===== src/rtl/mem_stage_ctrl.sv =====
// MEM-stage sequencer: runs a req/ack handshake to multi-cycle data memory,
// stalls the pipeline until completion and flags a memory that never answers.
//
// state | meaning
// IDLE  | waiting for a load/store in EX/MEM
// REQ   | request outstanding, counting wait cycles
// DONE  | one-cycle completion slot; pipeline advances at its end
module mem_stage_ctrl #(
    parameter int unsigned TIMEOUT = 64
) (
    input  logic        clk_i,
    input  logic        rst_i,
    input  logic        MemRead_i,
    input  logic        MemWrite_i,
    input  logic [31:0] addr_i,
    input  logic [31:0] wdata_i,
    output logic        mem_req_o,
    output logic        mem_we_o,
    output logic [31:0] mem_addr_o,
    output logic [31:0] mem_wdata_o,
    input  logic        mem_ack_i,
    input  logic [31:0] mem_rdata_i,
    output logic        stall_o,
    output logic [31:0] rdata_o,
    output logic        rdata_valid_o,
    output logic        err_o
);

    localparam logic [15:0] L_CNT_LAST = 16'(TIMEOUT - 1);

    typedef enum logic [1:0] {
        S_IDLE = 2'd0,
        S_REQ  = 2'd1,
        S_DONE = 2'd2
    } state_t;

    state_t      r_state;
    state_t      w_next;
    logic [15:0] r_cnt;
    logic        r_we;
    logic [31:0] r_addr;
    logic [31:0] r_wdata;
    logic [31:0] r_rdata;
    logic        r_err;
    logic        r_timed_out;

    logic        w_access;
    logic        w_cnt_last;
    logic        w_req;
    logic        w_stall;
    logic        w_rvalid;

    assign w_access   = MemRead_i | MemWrite_i;
    assign w_cnt_last = (r_cnt == L_CNT_LAST);

    always_ff @(posedge clk_i or negedge rst_i) begin
        if (!rst_i) begin
            r_state <= S_IDLE;
        end else begin
            r_state <= w_next;
        end
    end

    always_comb begin
        w_next   = r_state;
        w_req    = 1'b0;
        w_stall  = 1'b0;
        w_rvalid = 1'b0;
        case (r_state)
            S_IDLE: begin
                w_stall = w_access;
                if (w_access) begin
                    w_next = S_REQ;
                end
            end
            S_REQ: begin
                w_req   = 1'b1;
                w_stall = 1'b1;
                if (mem_ack_i || w_cnt_last) begin
                    w_next = S_DONE;
                end
            end
            S_DONE: begin
                w_rvalid = ~r_we & ~r_timed_out;
                w_next   = S_IDLE;
            end
            default: begin
                w_next = S_IDLE;
            end
        endcase
    end

    // Datapath: operands latch on REQ entry and stay put until DONE exits.
    always_ff @(posedge clk_i or negedge rst_i) begin
        if (!rst_i) begin
            r_cnt       <= '0;
            r_we        <= 1'b0;
            r_addr      <= '0;
            r_wdata     <= '0;
            r_rdata     <= '0;
            r_err       <= 1'b0;
            r_timed_out <= 1'b0;
        end else begin
            case (r_state)
                S_IDLE: begin
                    if (w_access) begin
                        r_addr      <= addr_i;
                        r_wdata     <= wdata_i;
                        r_we        <= MemWrite_i;
                        r_cnt       <= '0;
                        r_timed_out <= 1'b0;
                    end
                end
                S_REQ: begin
                    if (mem_ack_i) begin
                        if (!r_we) begin
                            r_rdata <= mem_rdata_i;
                        end
                    end else if (w_cnt_last) begin
                        r_err       <= 1'b1;
                        r_timed_out <= 1'b1;
                        r_rdata     <= '0;
                    end else begin
                        r_cnt <= r_cnt + 16'd1;
                    end
                end
                default: begin
                end
            endcase
        end
    end

    assign mem_req_o     = w_req;
    assign mem_we_o      = r_we;
    assign mem_addr_o    = r_addr;
    assign mem_wdata_o   = r_wdata;
    assign stall_o       = w_stall;
    assign rdata_o       = r_rdata;
    assign rdata_valid_o = w_rvalid;
    assign err_o         = r_err;

endmodule


===== config.mk =====
export PLATFORM = sky130hd
export DESIGN_NAME = mem_stage_ctrl
export DESIGN_NICKNAME = d
export VERILOG_FILES = /design/src/rtl/mem_stage_ctrl.sv
export SDC_FILE = /design/constraint.sdc
export NUM_CORES = 1
export LEC_CHECK = 0
export BUFFER_PORTS_ARGS = -buffer_cell sky130_fd_sc_hd__buf_2
export CORE_ASPECT_RATIO = 0.6
export CORE_UTILIZATION = 54
export CTS_BUF_LIST = sky130_fd_sc_hd__clkbuf_4
export DETAILED_ROUTE_END_ITERATION = 10
export PLACE_DENSITY = 0.89
export SYNTH_ARGS = -nofsm -noshare
export SYNTH_HDL_FRONTEND = slang
export SYNTH_SLANG_ARGS = --single-unit

===== constraint.sdc =====
create_clock -name clk_i -period 3.5 [get_ports clk_i]
set_input_delay 0.35 -clock clk_i [delete_from_list [all_inputs] [get_ports clk_i]]
set_output_delay 0.35 -clock clk_i [all_outputs]
set_load 0.05 [all_outputs]

### Yosys cells after proc, flatten, opt, wreduce, memory -nomap -nowiden

Cells that the tools add are included.

* eq/ne operators: 9
* reduce and logical (&&, ||, !) cells: 10
* bitwise logic cells: 5
* multiplexer cells: 17
* add/sub/neg operators: 1

Operators with widths (number)
* two-way mux 32 bit: 3
* two-way mux 16 bit: 3
* case mux 16 bit (2 select lines): 1
* adder 16 x 1 -> 16 bit (second input constant): 1
* equality test 16 x 6 -> 1 bit (second input constant): 1
* != test 2 bit (second input constant): 6
* AND reduction 4 bit: 2
* AND reduction 3 bit: 2
* two-way mux 1 bit: 5
* two-way mux 2 bit: 2
* case mux 1 bit (2 select lines): 2
* case mux 2 bit (2 select lines): 1
* AND reduction 2 bit: 2
* nonzero test 2 bit: 2
* inverter 1 bit: 3
* equality test 2 x 1 -> 1 bit (second input constant): 1
* equality test 2 bit (second input constant): 1
* zero test 2 bit: 1
* AND 1 bit: 1
* logical OR 1 bit: 1
* OR 1 bit: 1

* flip-flop bits (word level): 117
* output and inout port bits: 101
* word-level logic and storage cells: 50
* bits of input ports: 101

### Longest topological paths before layout

Gate-level depths: netlist of run 1.

* word-level depth: 4
* gate-level depth with buffers: 7
* gate-level depth less buffers: 6

### Worst setup path before layout of run 1

No wires, ideal clock.

* path kind: flip-flop to output port
* start: register r_we, in the netlist mem_we_o
* end: output rdata_valid_o
* stages on the path, launching flop included: 2
* required time: 3.150 ns
* path buffers: 0
* data arrival time: 2.287 ns
* setup slack: 0.863 ns
* cell sequence: dfrtp_1 -> nor4b_1

* cells in the longest elaborated chain, start to end: 3

Ends and longest elaborated chain
* start, declared: line 40 `logic r_we;`
* start signal, assigned: line 109 `r_we <= MemWrite_i;`
* inverter 1 bit: line 84 `w_rvalid = ~r_we & ~r_timed_out;`
* AND 1 bit: line 84
* two-way mux 1 bit: line 69 `case (r_state)`
* end, declared: line 25 `output logic rdata_valid_o,`

Every way passes these cells.

### Final worst setup path of run 1

* start: register r_state[1]
* end: output mem_req_o

* cells in the longest elaborated chain, start to end: 2

Ends and longest elaborated chain
* start, declared: line 37 `state_t r_state;`
* start signal, assigned: line 60 `r_state <= w_next;`
* equality test 2 x 1 -> 1 bit: line 69
* two-way mux 1 bit: line 69
* end, declared: line 17 `output logic mem_req_o,`

Every way passes these cells.

==> results.md, run 1 <==
* Status: finished clean
* Setup TNS Final at 0 ns
* Worst Skew at about 0.011 ns
* Drt first pass iters at 5
* Cell area after synthesis at 5014 µm²
* Non-Filler Instances at 733
* Top cells by area, synth: dfrtp_1, mux2_2, a22oi_1
* Pwr/cell area at 1165 nW/µm²
* Total congestion overflow at 0
* RD Place Congestion at slightly above 0.9
* Synth Area per Inst at between 10 and 15 µm²
* CP Max Fanout at 40
* Syn Inst Count at 409
* Post-synth net total at 511
* Maxcap violations at 0
* CTS root buffer: clkbuf_4
* Final setup vio count at 0
* Final cycle utilization of the critical path at between 60% and 70%
* Share of the synthesized area in the top cell type at roughly three fifths
* Placed cells at 700
* Clock Sink Count at 117
* Initial core utilization at 57.29%
* CTS Buffer Depth at 2
* FFs w/ async S/R, synth at 100.0%
* Synth warn at 0
* WL per Instance at between 15 and 20 µm
* Worst IR Drop VDD at 582.6 µV
* Final nets at just over 700
* Routed vias/inst at 5.693
* Chip Height at 76.64 µm
* R2R cell count at 6
* Library cells used by synthesis at 38
* DIE AREA at ~9700 µm²
* CTS buffer count at 17
* Multi-input logic area at 1928 µm²
* First-pass GRT wire length at 20,530 µm
* EDFF count, synth at 0
* Final WL at 12,580 µm
* Final worst path period need at between 2 and 2.5 ns
* Leak pwr at between 2 and 3 nW
* WP data arrival at 2.10 ns
* Worst hold stages at 3
* Fin util at 73.42%
* Required time of the critical path at 3.15 ns
* IO Pins at 202
* Largest net degree at the start of global routing at 61
* Setup repair bufs after CTS at 0
* DR iter-0 viols at around 260
* Vias in the first global route at 4,075
* Critical path type: reg2out
* Layout fillers at 598
* Die outline width at 126.4 µm
* Crit start category: flop
* Ys flop type: dfrtp_1
* Core area at 8751 µm²
* Gr usage total at 27.22%
* CTS tree: done
* Share of layout cells above drive strength 1 at 50.40%
* Worst path max stage delay at 0.44 ns
* Crit path capture type: primary output
* FF+latch area at 2928 µm²
* Worst-skew pair later-pin latency at 0.51 ns
* Rows at 26
* Post-route DRC at 0
* Number of diodes at 0
* Initial antenna violation count at 0
* Number of antenna-violating nets in the routed design at 0
* Slowest CP cell: dfrtp_1
* Cell taking the most area after synthesis: dfrtp_1
* # port buffers at 201
* Final number of hold-violating endpoints at 0
* Register area share after synthesis at 58.40%
* Worst slew margin at 38.04%
* Critical path, cell by cell: nand2b_1 > buf_4 > inv_1 > buf_2
* Hold_buf cts at 1
* Worst-Margin Slew at 0.9259 ns
* F_max at 408.5 MHz
* Worst hold path type: in2reg
* #FFs+latches synth at between 100 and 150
* Dpl hpwl at 8776 µm
* Slew Limit Fails at 0
* Worst-path clk slew at about 0.11 ns
* Vias at between 4,000 and 5,000
* RSZ-0062 raised after global routing: no
* # resized after CTS at 0
* CTS H-tree lvls at 4
* Layout area overhead at 28.15%
cells in the mapped netlist (2+ instances only):
cell type    n
nand4_1      3
a22oi_1     32
buf_4        5
a31oi_2      3
a41oi_1      2
buf_1        3
o21ai_0      3
a21oi_1      3
dfrtp_1    117
a221o_1      2
buf_2        6
nand2b_1     3
nand3_1      6
nand2_1     44
nor2_1      11
nor4_1       5
mux2_2      65
a21o_1       2
a31oi_1     18
and3_1       2
nor3_1       7
o211ai_1    32
clkbuf_1    15
and2_1       2
o21a_1       2
inv_1        4
cell usage in the layout, fill, tap and decap left out, types with 8 or more instances in the layout:
master,netlist,routed
a22oi_1,32,32
buf_4,5,8
buf_2,6,200
o211ai_1,32,32
clkbuf_4,0,18
nand2_1,44,44
nor2_1,11,10
dfrtp_1,117,117
mux2_2,65,65
a31oi_1,18,18
worst max-delay path, delay by kind of cell (launching register included):
kind | cells | cell delay (ns)
buffers and inverters | 3 | 0.97
flip-flops | 1 | 0.44
AND/OR/NAND/NOR | 1 | 0.15
final timing paths:
path                                     start         endpoint  slack [ns]
worst max register to register        r_cnt[0]         r_cnt[7]        1.44
worst min register to register           err_o            err_o        0.49
max in group asynchronous                rst_i  mem_wdata_o[25]        2.26
worst max-delay path                r_state[1]        mem_req_o        1.05
min in group asynchronous                rst_i      rdata_o[24]        0.44
worst min-delay path            mem_rdata_i[9]       rdata_o[9]        0.06
flip-flops by register name, indices dropped and copies added (netlist names):
name / flops
mem_we_o: 1
mem_wdata_o: 32
mem_addr_o: 32
r_cnt: 16
err_o: 1
r_timed_out: 1
rdata_o: 32
r_state: 2
metal layers:
layer  up-vias  track usage [%]  wire [µm]
met1      2001            36.63       5437
met3        26            9.129       1080
li1       1930                -          -
met2       216            41.27       5845
met4         0            9.759        216
met5         -                0          0
stage by stage:
step	cell area [µm²]	power (W)	hold WS [ns]	worst slack [ns]
finish	6425	0.007485	0.05602	1.052
floorplan	5014	0.005484	0.05441	0.8626
global route	6425	0.007856	0.01090	0.9156
global placement	6096	0.006293	0.4666	1.566
CTS	6425	0.007528	0.02031	1.061
detailed placement	6096	0.006440	0.4662	1.502
area by class of cell:
cell class                 instances  share of cell area, %
sequential                       117                  45.57
multi-input combinational        257                  30.01
timing repair buffer             210                  16.98
clock inverter                    14                  2.863
tap                              112                  2.181
clock buffer                      18                  2.103
inverter                           5                 0.2921
power breakdown:
group / leakage, nW / internal [W] / switching (W)
combinational: 1.43 / 0.00121 / 0.00293
sequential: 1.35 / 0.00191 / 0.000349
clock: 0.156 / 0.000569 / 0.000516
cells by family after synthesis:
group,count (synthesis),synth area share [%]
compound gates,102,15.10
fa+ha+maj,1,0.2495
buf+inv,35,3.294
simple gates,88,8.161
mux,66,14.80
flops,117,58.40
(Power assumes the default switching activity.)
==> run 2: changes to the inputs <==
--- a/config.mk
+++ b/config.mk
@@ -5,12 +5,13 @@
 export SDC_FILE = /design/constraint.sdc
 export NUM_CORES = 1
 export LEC_CHECK = 0
+export ABC_AREA = 1
 export BUFFER_PORTS_ARGS = -buffer_cell sky130_fd_sc_hd__buf_2
 export CORE_ASPECT_RATIO = 0.6
-export CORE_UTILIZATION = 54
+export CORE_UTILIZATION = 45
 export CTS_BUF_LIST = sky130_fd_sc_hd__clkbuf_4
 export DETAILED_ROUTE_END_ITERATION = 10
-export PLACE_DENSITY = 0.89
+export PLACE_DENSITY = 0.79
 export SYNTH_ARGS = -nofsm -noshare
 export SYNTH_HDL_FRONTEND = slang
 export SYNTH_SLANG_ARGS = --single-unit
==> constraint.sdc (replaced) <==
create_clock -name clk_i -period 2.1 [get_ports clk_i]
set_input_delay 0.21 -clock clk_i [delete_from_list [all_inputs] [get_ports clk_i]]
set_output_delay 0.21 -clock clk_i [all_outputs]
set_load 0.05 [all_outputs]
==> results.md, run 2 <==
* Status: finished clean
* Chip Height at 83.25 µm
* Wire length on met3 at 1143 µm
* Final WS setup at 0.2910 ns
* Cell area after synthesis at about 5000 µm²
* Worst-Margin Slew at about 0.50 ns
* Top sig layer: met4
* CTS Buffer Depth at 2
* Critical path, cell by cell: ha_1 > nand3_1 > nor2_4 > nand3_2 > nand2_4 > inv_4 > nand2_1 > nand2_1
* Final nets at 991
* WP data arrival at between 2 and 2.5 ns
* CP top delay family: simple AND/OR/NAND/NOR gates
* Vias at 5,053
* Crit path capture type: flop
* First-pass GRT wire length at 23,480 µm
* Worst slew margin at 66.56%
* DIE AREA at 11,440 µm²
* Worst path max stage delay at between 0.3 and 0.4 ns
* #FFs+latches synth at 117
* Met1 Routed Length at 6482 µm
* EDFF count, synth at 0
* Critical path type: reg2reg
* P_int at 0.005359 W
* CTS root buffer: clkbuf_4
* Maxcap violations at 0
* Number of antenna-violating nets in the routed design at 0
* Syn Inst Count at 589
* Slew Limit Fails at 0
* Dpl hpwl at 8406 µm
* Post-synth top cells: nand2_1, dfrtp_1, nand3_1, nor2_1, inv_1
* Switch Pwr at 0.006382 W
* Crit start category: flop
* Sequential share of power at 31.4%
* Slowest CP cell: dfrtp_1
* Switch share at 54.35%
* Initial core utilization at 46.57%
* Comb pwr share at 53.7%
* Final WL at 14,660 µm
* Worst hold path type: in2reg
* Commonest non-fill, non-tap cells in the layout: nand2_1, buf_2, dfrtp_1, dlygate4sd3_1, nand3_1
* Post-synth net total at about 700
* WL per Instance at roughly 14 µm
* Share of layout cells above drive strength 1 at 28.38%
* Ys flop type: dfrtp_1
* RSZ-0062 raised after global routing: no
* Final setup vio count at 0
* Number of diodes at 0
* Cell taking the most area after synthesis: dfrtp_1
* Worst Path Buf+Inv at 1
* Routed wl met2 at 6624 µm
* Die outline width at 137.4 µm
* Pwr/cell area at 1595 nW/µm²
* Synth warn at 0
* Post-route DRC at 0
* RD Place Congestion at around 0.81
* F_max at 552.8 MHz
* Total congestion overflow at 0
* Non-Filler Cell Area, Final at 7361 µm²
* Non-Filler Instances at between 1,000 and 1,500
* Cell with the most instances after synthesis: nand2_1
* Worst-skew pair later-pin latency at 0.53 ns
* Routed vias/inst at 4.854
* Library cells used by synthesis at 32
* # resized after CTS at 0
* CP Max Fanout at 32
* Required time of the critical path at 2.49 ns
* Worst-path clk slew at between 0.1 and 0.15 ns
* # port buffers at between 200 and 250
* CTS buffer count at 17
* Register area share after synthesis at 59.14%
* Vias in the first global route at 4,789
* FF-to-FF setup slack at 0.29 ns
* FFs w/ async S/R, synth at 100.0%
* Drt first pass iters at 5
* Largest net degree at the start of global routing at 66
* IO Pins at 202
* CTS tree: done
* Final worst path period need at between 1.5 and 2 ns
* Worst Skew at 0.02309 ns
* Final number of hold-violating endpoints at 0
* Rows at 29
* Placed cells at between 900 and 1,000
* Synth Area per Inst at 8.406 µm²
* DR iter-0 viols at 243
* Fin util at 69.24%
* Share of the synthesized area in the top cell type at between 50% and 60%
* Top cells by area, synth: dfrtp_1, nand2_1, nand3_1
* Crit path top cell by count: nand2_1
* Gr usage total at 26.75%
* Leak pwr at 4.094 nW
* CTS H-tree lvls at 4
* Clock power frac at between 10 and 15%
* Setup TNS Final at 0 ns
* Core area at 10,630 µm²
* Initial antenna violation count at 0
* Clock Sink Count at 117
* Worst IR Drop VDD at 1126 µV
* Dpl ws at 0.2859 ns
* Commonest non-fill, non-tap cell in the layout: nand2_1
* Final cycle utilization of the critical path at between 80% and 90%
* Area of placed instances at 6073 µm²
* Layout area overhead at 48.67%
run 2: cell count changes in the layout (fill, tap and decap cells not counted), moves of 31 or more:
cell,change
a22oi_1,-32
dlygate4sd3_1,+97
mux2_2,-65
nand2_1,+275
nand3_1,+39
o211ai_1,-31
run 2: cell families after synthesis:
kind of cell             synth area share [%]
buffers and inverters                   4.776
XOR/XNOR                               0.3539
AND/OR/NAND/NOR                         33.33
adder cells (fa/ha/maj)                0.2527
flip-flops                              59.14
AO/OA/AOI/OAI                           2.148
run 2: through the flow:
stage / hold slack (ns) / total power [W]
after global placement: 0.2041 / 0.009673
final: 0.1183 / 0.01174
after global routing: 0.07548 / 0.01238
after CTS: 0.07112 / 0.01167
after floorplan: -0.08559 / 0.008276
after detailed placement: 0.2143 / 0.009754
run 2: power by group through the flow:
| stage | combinational [W] | sequential [W] | clock (W) |
|---|---|---|---|
| 2_1_floorplan | 0.00163 | 0.00664 | 0 |
| 3_3_place_gp | 0.00600 | 0.00367 | 0 |
| 3_5_place_dp | 0.00612 | 0.00364 | 0 |
| 4_1_cts | 0.00623 | 0.00364 | 0.00180 |
| 5_1_grt | 0.00668 | 0.00378 | 0.00193 |
| 6_report | 0.00631 | 0.00368 | 0.00176 |
run 2: timing repair:
item                                   in CTS  in global routing
endpoints found under the hold margin     132                  0
setup buffers                               0                  0
hold buffers                               98                  0
run 2: worst paths after layout:
kind | to | depth (start not counted) | from
max in group asynchronous | r_cnt[7] | 3 | rst_i
min in group asynchronous | rdata_o[27] | 2 | rst_i
worst max register to register | rdata_o[2] | 8 | r_cnt[1]
worst max-delay path | rdata_o[2] | 8 | r_cnt[1]
worst min register to register | rdata_o[31] | 2 | rdata_o[31]
worst min-delay path | err_o | 4 | mem_ack_i
run 2: layer usage:
layer  track usage [%]  vias up
li1                  -     2434
met1             35.09     2329
met2             41.02      244
met3             8.364       46
met4             10.69        0
met5                 0        -
run 2: cell type report:
type	count	area [µm²]
fill	764	3271
sequential	117	2928
timing repair buffer	306	2079
multi-input combinational	427	1795
clock inverter	15	178.9
tap	139	173.9
clock buffer	17	127.6
inverter	20	77.57
run 2: tightest hold or removal path: stages:
cell and delay [ns]:
buf_2 0.14, nor2_1 0.08, nand3_2 0.12, nand2_1 0.06
